===== src/rtl/frame_align_pkg.sv =====
// Shared frame constants and aligner state type for the receive-side frame aligner.
package frame_align_pkg;

  localparam int unsigned FRAME_ROWS  = 4;
  localparam int unsigned FRAME_COLS  = 2176;
  localparam int unsigned FRAME_BYTES = FRAME_ROWS * FRAME_COLS;

  localparam logic [7:0] FAS_B0 = 8'hF6;
  localparam logic [7:0] FAS_B1 = 8'h28;

  localparam int unsigned ENTER_CNT = 2;
  localparam int unsigned EXIT_CNT  = 4;

  typedef enum logic [1:0] {
    StHunt    = 2'd0,
    StPresync = 2'd1,
    StSync    = 2'd2
  } sync_state_e;

endpackage


===== src/rtl/fas_sync_fsm.sv =====
// Alignment state machine: hunt / presync / sync, with match and miss counting
// and a saturating FAS error counter. Advances only on accepted input beats.
module fas_sync_fsm
  import frame_align_pkg::*;
#(
  parameter int unsigned EnterCnt = ENTER_CNT,
  parameter int unsigned ExitCnt  = EXIT_CNT
) (
  input  logic        clk_i,
  input  logic        rst_ni,
  input  logic        beat_i,
  input  logic        match_i,
  input  logic        check_i,
  output sync_state_e state_o,
  output sync_state_e state_next_o,
  output logic [15:0] fas_err_cnt_o
);

  sync_state_e state_q, state_d;
  logic [2:0]  match_cnt_q, match_cnt_d;
  logic [2:0]  miss_cnt_q, miss_cnt_d;
  logic [15:0] err_cnt_q, err_cnt_d;

  // Next-state and counter update, evaluated once per valid beat.
  always_comb begin
    state_d     = state_q;
    match_cnt_d = match_cnt_q;
    miss_cnt_d  = miss_cnt_q;
    err_cnt_d   = err_cnt_q;
    if (beat_i) begin
      unique case (state_q)
        StHunt: begin
          // Every beat is a candidate; check_i is meaningless until aligned.
          if (match_i) begin
            state_d     = StPresync;
            match_cnt_d = 3'd0;
          end
        end
        StPresync: begin
          if (check_i) begin
            if (match_i) begin
              match_cnt_d = match_cnt_q + 3'd1;
              if (match_cnt_d == 3'(EnterCnt)) begin
                state_d    = StSync;
                miss_cnt_d = 3'd0;
              end
            end else begin
              state_d = StHunt;
            end
          end
        end
        StSync: begin
          if (check_i) begin
            if (match_i) begin
              miss_cnt_d = 3'd0;
            end else begin
              miss_cnt_d = miss_cnt_q + 3'd1;
              if (err_cnt_q != 16'hFFFF) err_cnt_d = err_cnt_q + 16'd1;
              if (miss_cnt_d == 3'(ExitCnt)) state_d = StHunt;
            end
          end
        end
        default: state_d = StHunt;
      endcase
    end
  end

  // State and counter registers.
  always_ff @(posedge clk_i or negedge rst_ni) begin
    if (!rst_ni) begin
      state_q     <= StHunt;
      match_cnt_q <= 3'd0;
      miss_cnt_q  <= 3'd0;
      err_cnt_q   <= 16'd0;
    end else begin
      state_q     <= state_d;
      match_cnt_q <= match_cnt_d;
      miss_cnt_q  <= miss_cnt_d;
      err_cnt_q   <= err_cnt_d;
    end
  end

  assign state_o       = state_q;
  assign state_next_o  = state_d;
  assign fas_err_cnt_o = err_cnt_q;

endmodule


===== src/rtl/frame_align.sv =====
// Receive-side frame aligner: finds the two-byte FAS in the raw byte stream and
// forwards aligned bytes with a strobe on frame position 0 once in sync.
module frame_align #(
  parameter int unsigned FRAME_BYTES = frame_align_pkg::FRAME_BYTES,
  parameter logic [7:0]  FAS_B0      = frame_align_pkg::FAS_B0,
  parameter logic [7:0]  FAS_B1      = frame_align_pkg::FAS_B1,
  parameter int unsigned ENTER_CNT   = frame_align_pkg::ENTER_CNT,
  parameter int unsigned EXIT_CNT    = frame_align_pkg::EXIT_CNT
) (
  input  logic        i_clk,
  input  logic        i_rst_n,
  input  logic [7:0]  i_rx_data,
  input  logic        i_rx_data_valid,
  output logic [7:0]  o_frame_data,
  output logic        o_frame_data_valid,
  output logic        o_frame_data_fas,
  output logic        o_lof,
  output logic [15:0] o_fas_err_cnt
);
  import frame_align_pkg::*;

  localparam int unsigned PosW = $clog2(FRAME_BYTES);

  logic [7:0]      hold_q, hold_d;
  logic [PosW-1:0] pos_q, pos_d;
  logic [7:0]      data_q, data_d;
  logic            valid_q, valid_d;
  logic            fas_q, fas_d;
  logic            lof_q, lof_d;
  logic            fas_hit;
  logic            at_check;
  sync_state_e     state_q, state_d;

  // pos_q is the frame position of the byte currently on i_rx_data.
  assign fas_hit  = (hold_q == FAS_B0) && (i_rx_data == FAS_B1);
  assign at_check = (pos_q == PosW'(1));

  fas_sync_fsm #(
    .EnterCnt(ENTER_CNT),
    .ExitCnt (EXIT_CNT)
  ) u_fas_sync_fsm (
    .clk_i        (i_clk),
    .rst_ni       (i_rst_n),
    .beat_i       (i_rx_data_valid),
    .match_i      (fas_hit),
    .check_i      (at_check),
    .state_o      (state_q),
    .state_next_o (state_d),
    .fas_err_cnt_o(o_fas_err_cnt)
  );

  // Hold register and frame position counter; a hunt match re-anchors position.
  always_comb begin
    hold_d = hold_q;
    pos_d  = pos_q;
    if (i_rx_data_valid) begin
      hold_d = i_rx_data;
      if ((state_q == StHunt) && fas_hit) begin
        pos_d = PosW'(2);
      end else if (pos_q == PosW'(FRAME_BYTES - 1)) begin
        pos_d = '0;
      end else begin
        pos_d = pos_q + PosW'(1);
      end
    end
  end

  // Output stage: emit the held byte when the post-beat state is SYNC.
  always_comb begin
    data_d  = data_q;
    valid_d = 1'b0;
    fas_d   = 1'b0;
    lof_d   = (state_d != StSync);
    if (i_rx_data_valid && (state_d == StSync)) begin
      data_d  = hold_q;
      valid_d = 1'b1;
      fas_d   = at_check;  // held byte sits one position behind pos_q
    end
  end

  // Datapath and output registers.
  always_ff @(posedge i_clk or negedge i_rst_n) begin
    if (!i_rst_n) begin
      hold_q  <= 8'd0;
      pos_q   <= '0;
      data_q  <= 8'd0;
      valid_q <= 1'b0;
      fas_q   <= 1'b0;
      lof_q   <= 1'b1;
    end else begin
      hold_q  <= hold_d;
      pos_q   <= pos_d;
      data_q  <= data_d;
      valid_q <= valid_d;
      fas_q   <= fas_d;
      lof_q   <= lof_d;
    end
  end

  assign o_frame_data       = data_q;
  assign o_frame_data_valid = valid_q;
  assign o_frame_data_fas   = fas_q;
  assign o_lof              = lof_q;

endmodule

===== config.mk =====
export PLATFORM = sky130hd
export DESIGN_NAME = frame_align
export DESIGN_NICKNAME = d
export VERILOG_FILES = /design/src/rtl/frame_align_pkg.sv /design/src/rtl/fas_sync_fsm.sv /design/src/rtl/frame_align.sv
export SDC_FILE = /design/constraint.sdc
export NUM_CORES = 1
export LEC_CHECK = 0
export CORE_MARGIN = 2
export CORE_UTILIZATION = 30
export CTS_BUF_LIST = sky130_fd_sc_hd__clkbuf_2 sky130_fd_sc_hd__clkbuf_4 sky130_fd_sc_hd__clkbuf_8
export CTS_CLUSTER_DIAMETER = 80
export DETAILED_ROUTE_END_ITERATION = 10
export GPL_TIMING_DRIVEN = 0
export PLACE_DENSITY = 0.48
export SKIP_CTS_REPAIR_TIMING = 1
export SLEW_MARGIN = 10
export SYNTH_ARGS = -nofsm -noshare
export SYNTH_HDL_FRONTEND = slang
export SYNTH_HIERARCHICAL = 1
export SYNTH_SLANG_ARGS = --single-unit

===== constraint.sdc =====
create_clock -name i_clk -period 3.8 [get_ports i_clk]
set_input_delay 0.57 -clock i_clk [delete_from_list [all_inputs] [get_ports i_clk]]
set_output_delay 0.57 -clock i_clk [all_outputs]
set_load 0.05 [all_outputs]

==> run_results.csv, run 1 <==
group,metric,value,unit
sta,finalHoldViolCount,0,
flow_run,max_cap_violations,0,
place,portBuffers,37,
synthesis,synth-seq-cells,57,
power_and_ir_drop,p_clk_frac,0.401,
worst_setup_path,critPathMaxFanout,10,
power_and_ir_drop,leakagePower,1.61,nW
cells_and_area,design_area,3590,um^2
synthesis,synthSimpleGateAreaFrac,0.266,
drt,drt_wl_total,5.97,mm
synthesis,synth_area,2860,um^2
worst_setup_path,reg2reg_depth,9,
sta,slew_viol_final,0,
drt,drt_iter0_markers,111,
synthesis,avgSynthCellArea,10.6,um^2
clocking,clockRootBuffer,"clkbuf_8",
worst_setup_path,crit_type,"flop to flop",
clocking,h-tree-depth,3,
sta,setup_violations,0,
worst_setup_path,crit_path_end_kind,"flop",
sta,rsz0062_at_grt,"no",
floorplanning,initial_core_util,0.310,
drt,vias,2107,
cells_and_area,antenna_cells,0,
power_and_ir_drop,swShare,0.266,
sta,fmax,325,MHz
cells_and_area,drive_gt1_frac,0.142,
synthesis,synth_adder_area_share,0.0306,
global_routing,grt_pass1_vias,2083,
power_and_ir_drop,power_frac_seq,0.496,
synthesis,syn_nets,289,
drt,drc,0,
synthesis,synth-main-ff-cell,"dfrtp_1",
floorplanning,die_area,10300,um^2
place,hpwl,4.11,mm
worst_setup_path,r2r_start,"pos_q[10]",
synthesis,yosysTopAreaCellShare,0.490,
synthesis,synth.yosys.warnings,6,
status,outcome,"finished clean",
floorplanning,die_x,102,um
floorplanning,coreArea,9240,um^2
sta,setup_tns,0,ns
clocking,cts_buffers,9,
clocking,clk_latency,0.33,ns
drt,drtAntennaViolNets,0,
synthesis,yosysTopAreaCell,"dfrtp_1",
cells_and_area,fin_nets,337,
synthesis,synth_cell_types,56,
worst_setup_path,cp_num_buf_inv,1,
global_routing,antenna_found_initial,0,
synthesis,netlist_top_cells_area,"dfrtp_1 (49%), nand2_1 (5.1%), xor2_1 (4.6%)",
cells_and_area,areaGrowthSynthToFinish,25.5,%
power_and_ir_drop,ir_worst_vdd,0.184,mV
synthesis,synth-xor-area-share,0.0766,
worst_setup_path,worst_r2r_endpoint,"o_frame_data_fas",
floorplanning,fp.dieH,102,um
synthesis,synth_seq_area_share,0.499,
worst_setup_path,path_cells,"nor4_1, nor4b_1, and4_1, and4b_1, o21ai_0, o2bb2ai_1, nand3b_1, clkinv_1, and2_1",
sta,fin_crit_sh,0.809,
worst_setup_path,r2r_setup_slack,0.73,ns
synthesis,synth_mux_area_frac,0.0507,
worst_setup_path,startpoint_type,"flop",
power_and_ir_drop,power,1.43,mW
place,place.gp.congestion,0.739,
worst_setup_path,critPathMaxStageDelay,0.43,ns
drt,dr.pass1.iters,4,
clocking,cts_tree,"yes",
hold_path,hold_path.class,"primary input to async pin",
sta,min_period,3.07,ns
floorplanning,fp-row-count,35,
clocking,clkTransAtPathRegs,0.07,ns
synthesis,syn_inst,271,
clocking,clock_path_buffers,2,
worst_setup_path,cp.arrival,3.29,ns
place,postPlaceCellArea,3390,um^2
clocking,clock_sinks,57,
power_and_ir_drop,pwr_density_cell,398,nW/um^2
worst_setup_path,cpLargestDelayFamily,"simple AND/OR/NAND/NOR gates",
global_routing,overflow,0,
power_and_ir_drop,pwr-share-comb,0.103,
sta,worstMarginPinSlew,0.735,ns
worst_setup_path,worst_path_max_delay_cell,"dfrtp_1",
synthesis,async_flop_share,1.00,
worst_setup_path,worstPathRequired,4.02,ns
drt,avgRoutedWirePerCell,13.2,um
synthesis,synth_top_family_by_area,"simple AND/OR/NAND/NOR gates",
synthesis,synth_compound_area_frac,0.0542,
floorplanning,design.portCount,38,
synthesis,synth-edff-count,0,
sta,finClkSkew,0.0125,ns
sta,relSlewSlack,0.510,
global_routing,grt_max_degree,58,
global_routing,grt_pass1_wl,10.1,mm
power_and_ir_drop,power.switching,0.380,mW
drt,avgViaCountPerCell,4.65,
global_routing,track_usage,0.125,
power_and_ir_drop,p_int,1.05,mW
## cell families after synthesis
group,after synthesis
AOI/OAI and AO/OA,22
xor gates and xnor gates,25
muxes,13
and+or+nand+nor,132
DFF,57
adders and majority gates,7
buffers and inverters,15
## worst reg2reg max path, delay by kind of cell (launching register included)
kind                   cells  cell delay [ns]
flip-flops                 1             0.43
AO/OA/AOI/OAI              2             0.26
buffers and inverters      1             0.39
AND/OR/NAND/NOR            6             1.88
## layer usage
layer / vias to the layer above / routed length (um) / GRT usage
met5: - / 0 / 0
met4: 0 / 108 / 0.0530
met3: 10 / 167 / 0.0359
met2: 25 / 2620 / 0.179
met1: 1020 / 3080 / 0.175
li1: 1052 / - / -
## power by group through the flow
stage	Clock (mW)	Combinational (mW)	Sequential [mW]
floorplan	0	0.106	0.705
global placement	0	0.148	0.720
detailed placement	0	0.150	0.718
CTS	0.588	0.150	0.708
global route	0.619	0.171	0.716
finish	0.573	0.147	0.708
## cells in the mapped netlist (all sizes together) (2+ instances only)
library cell	count
xnor2	10
a31oi	2
nand2b	2
dfrtp	56
o21ai	6
nand3	13
nand3b	2
nor2	21
nor3	10
and3	4
a22o	2
ha	7
and4	4
inv	11
mux2i	4
and2	3
xor2	15
nand4	15
or4	2
buf	2
nor4	4
a21boi	3
nor3b	2
and4bb	2
o22ai	2
or3	2
a21oi	2
nand2	39
mux2	9
o31ai	2
## layout by cell type (no fill, tap or decap), drive strengths merged, types with 10 or more instances in the layout
| master | instances |
|---|---|
| dfrtp | 56 |
| nand2 | 39 |
| clkdlybuf4s50 | 36 |
| nor2 | 21 |
| xor2 | 15 |
| nand4 | 15 |
| nand3 | 13 |
| clkbuf | 12 |
| inv | 11 |
| xnor2 | 10 |
| nor3 | 10 |
## metrics by stage
stage / utilization / hold slack [ns] / setup slack, ns / std cells
after floorplan: - / 0.274 / 1.38 / 271
after global routing: 0.388 / 0.354 / 0.364 / 453
after detailed placement: 0.367 / 0.467 / 0.439 / 437
after CTS: 0.388 / 0.333 / 0.607 / 453
after global placement: 0.367 / 0.463 / 0.139 / 437
final: 0.388 / 0.300 / 0.725 / 453
## layout make-up
cell class                 instances  area, um^2
fill                             952        5650
sequential                        57        1430
multi-input combinational        199        1370
timing repair buffer              37         368
tap                              129         161
clock buffer                      11         145
clock inverter                     5        55.1
inverter                          12        45.0
buffer                             3        18.8
## how the worst max path moves through the flow
| stage | start | end | cells past startpoint |
|---|---|---|---|
| detailed placement | i_rx_data[1] | o_frame_data_fas | 9 |
| CTS | pos_q[10] | o_frame_data_fas | 9 |
| global placement | i_rst_n | u_fas_sync_fsm/fas_err_cnt_o[14] | 1 |
| floorplan | pos_q[10] | o_frame_data_fas | 9 |
| finish | pos_q[10] | o_frame_data_fas | 9 |
| global route | pos_q[10] | o_frame_data[7] | 10 |
## flip-flops by register name, indices dropped and copies added (netlist names)
signal,count
u_fas_sync_fsm/fas_err_cnt_o,16
pos_q,14
hold_q,8
o_frame_data,8
u_fas_sync_fsm/match_cnt_q,3
u_fas_sync_fsm/miss_cnt_q,3
u_fas_sync_fsm/state_o,2
o_frame_data_fas,1
o_frame_data_valid,1
o_lof,1
Note: power is estimated with default switching activity, not from simulation.
==> inputs of run 2 (changes only) <==
==> constraint.sdc (replaced) <==
create_clock -name i_clk -period 3 [get_ports i_clk]
set_input_delay 0.45 -clock i_clk [delete_from_list [all_inputs] [get_ports i_clk]]
set_output_delay 0.45 -clock i_clk [all_outputs]
set_load 0.05 [all_outputs]
==> run 2 against run 1 <==
Via count about the same. Die area unchanged. First-iteration DRC count down 1.8%. Wire length up 0.17%. Setup slack worse by 0.35 ns. Maximum frequency up 17%. Worst hold slack worse by 0.12 ns. Global-route usage unchanged. Count of clock-buffer cells in the layout unchanged. Clock power up 27%. Power up 27%. Critical endpoint unchanged.
==> run_results.csv, run 2 (synthesis gave the netlist of run 1 again) <==
group,metric,value,unit
status,outcome,"finished clean",
floorplanning,fp.dieH,102,um
place,dpl.cell_count,437,
power_and_ir_drop,swShare,0.266,
worst_setup_path,cpLargestDelayFamily,"simple AND/OR/NAND/NOR gates",
power_and_ir_drop,power,1.81,mW
global_routing,grt_max_degree,58,
drt,drt_iter0_markers,109,
sta,setup_violations,0,
drt,vias,2105,
power_and_ir_drop,pwr-share-comb,0.103,
sta,finalHoldViolCount,0,
cells_and_area,fin_cells,455,
clocking,clkTransAtPathRegs,0.07,ns
floorplanning,die_area,10300,um^2
drt,avgRoutedWirePerCell,13.1,um
drt,drtAntennaViolNets,0,
sta,slew_viol_final,0,
floorplanning,design.portCount,38,
worst_setup_path,r2r_setup_slack,0.38,ns
clocking,clockRootBuffer,"clkbuf_8",
cells_and_area,final_common_cell,"dfrtp_1",
clocking,h-tree-depth,3,
clocking,clk_latency,0.33,ns
sta,worstMarginPinSlew,0.735,ns
worst_setup_path,startpoint_type,"flop",
worst_setup_path,crit_path_end_kind,"flop",
sta,finClkSkew,0.0123,ns
cells_and_area,post-route-util,0.391,
global_routing,grt_pass1_vias,2083,
cells_and_area,antenna_cells,0,
power_and_ir_drop,pwr_density_cell,501,nW/um^2
hold_path,hold_path.class,"primary input to async pin",
worst_setup_path,cp_num_buf_inv,1,
cells_and_area,layout_common_cells,"dfrtp_1 (56), nand2_1 (39), clkdlybuf4s50_1 (36), nor2_1 (19), xor2_1 (15)",
clocking,cts_buffers,9,
worst_setup_path,worst_path_max_delay_cell,"dfrtp_1",
cells_and_area,areaGrowthSynthToFinish,26.2,%
global_routing,antenna_found_initial,0,
worst_setup_path,crit_type,"flop to flop",
sta,relSlewSlack,0.510,
power_and_ir_drop,ir_worst_vdd,0.232,mV
floorplanning,die_x,102,um
sta,min_period,2.62,ns
drt,drt_wl_total,5.98,mm
power_and_ir_drop,p_int,1.33,mW
drt,drc,0,
flow_run,max_cap_violations,0,
drt,avgViaCountPerCell,4.63,
power_and_ir_drop,leakagePower,1.61,nW
floorplanning,initial_core_util,0.310,
global_routing,grt_pass1_wl,10.1,mm
drt,dr.pass1.iters,4,
power_and_ir_drop,power_frac_seq,0.496,
sta,fin_crit_sh,0.873,
global_routing,overflow,0,
clocking,clock_path_buffers,2,
cells_and_area,largest_reg_flops,16,
place,place.gp.congestion,0.739,
cells_and_area,fin_nets,339,
worst_setup_path,cp.arrival,2.84,ns
worst_setup_path,path_cells,"nor4_1, nor4b_1, and4_2, and4b_1, o21ai_0, o2bb2ai_1, nand3b_1, clkinvlp_4, and2_1",
sta,rsz0062_at_grt,"no",
place,hpwl,4.11,mm
place,portBuffers,37,
cells_and_area,drive_gt1_frac,0.153,
global_routing,track_usage,0.125,
clocking,clock_sinks,57,
floorplanning,fp-row-count,35,
power_and_ir_drop,p_clk_frac,0.401,
floorplanning,coreArea,9240,um^2
power_and_ir_drop,power.switching,0.481,mW
worst_setup_path,worstPathRequired,3.22,ns
worst_setup_path,critPathMaxFanout,10,
sta,fmax,382,MHz
clocking,cts_tree,"yes",
worst_setup_path,critPathMaxStageDelay,0.43,ns
## run 2: metal layers
metal  vias to the layer above  wire length (um)  track usage
li1                       1057                 -            -
met1                      1016              3080        0.175
met2                        23              2620        0.179
met3                         9               178       0.0359
met4                         0               108       0.0530
met5                         -                 0            0
## run 2: power by group through the flow
stage / registers [mW] / clock network, mW / logic (mW)
2_1_floorplan: 0.893 / 0 / 0.135
3_3_place_gp: 0.912 / 0 / 0.188
3_5_place_dp: 0.909 / 0 / 0.190
4_1_cts: 0.897 / 0.745 / 0.190
5_1_grt: 0.907 / 0.784 / 0.217
6_report: 0.897 / 0.725 / 0.186
## run 2: stage by stage
step           setup TNS, ns  hold WS, ns  worst slack (ns)  cell area, um^2
6_report                   0        0.178             0.380             3610
2_1_floorplan              0        0.154             0.579             2860
5_1_grt                    0        0.234            0.0916             3610
4_1_cts                -1.50        0.213            -0.193             3590
3_3_place_gp          -32.22        0.463            -0.541             3390
3_5_place_dp           -1.95        0.467            -0.241             3390
## run 2: worst paths after layout
| check | startpoint | endpoint | cells past startpoint |
|---|---|---|---|
| min | i_rst_n | hold_q[2] | 1 |
| max reg2reg | pos_q[10] | o_frame_data_fas | 9 |
| min in group i_clk | o_frame_data[1] | o_frame_data[1] | 2 |
| max in group asynchronous | i_rst_n | u_fas_sync_fsm/fas_err_cnt_o[13] | 1 |
| min reg2reg | o_frame_data[1] | o_frame_data[1] | 2 |
| max | pos_q[10] | o_frame_data_fas | 9 |
## run 2: area by class of cell
cell class                      count  area, um^2
Fill cell                         951        5630
Tap cell                          129         161
Inverter                           12        48.8
Sequential cell                    57        1430
Clock buffer                       11         145
Multi-Input combinational cell    199        1370
Timing Repair Buffer               39         383
Clock inverter                      5        55.1
Buffer                              3        18.8
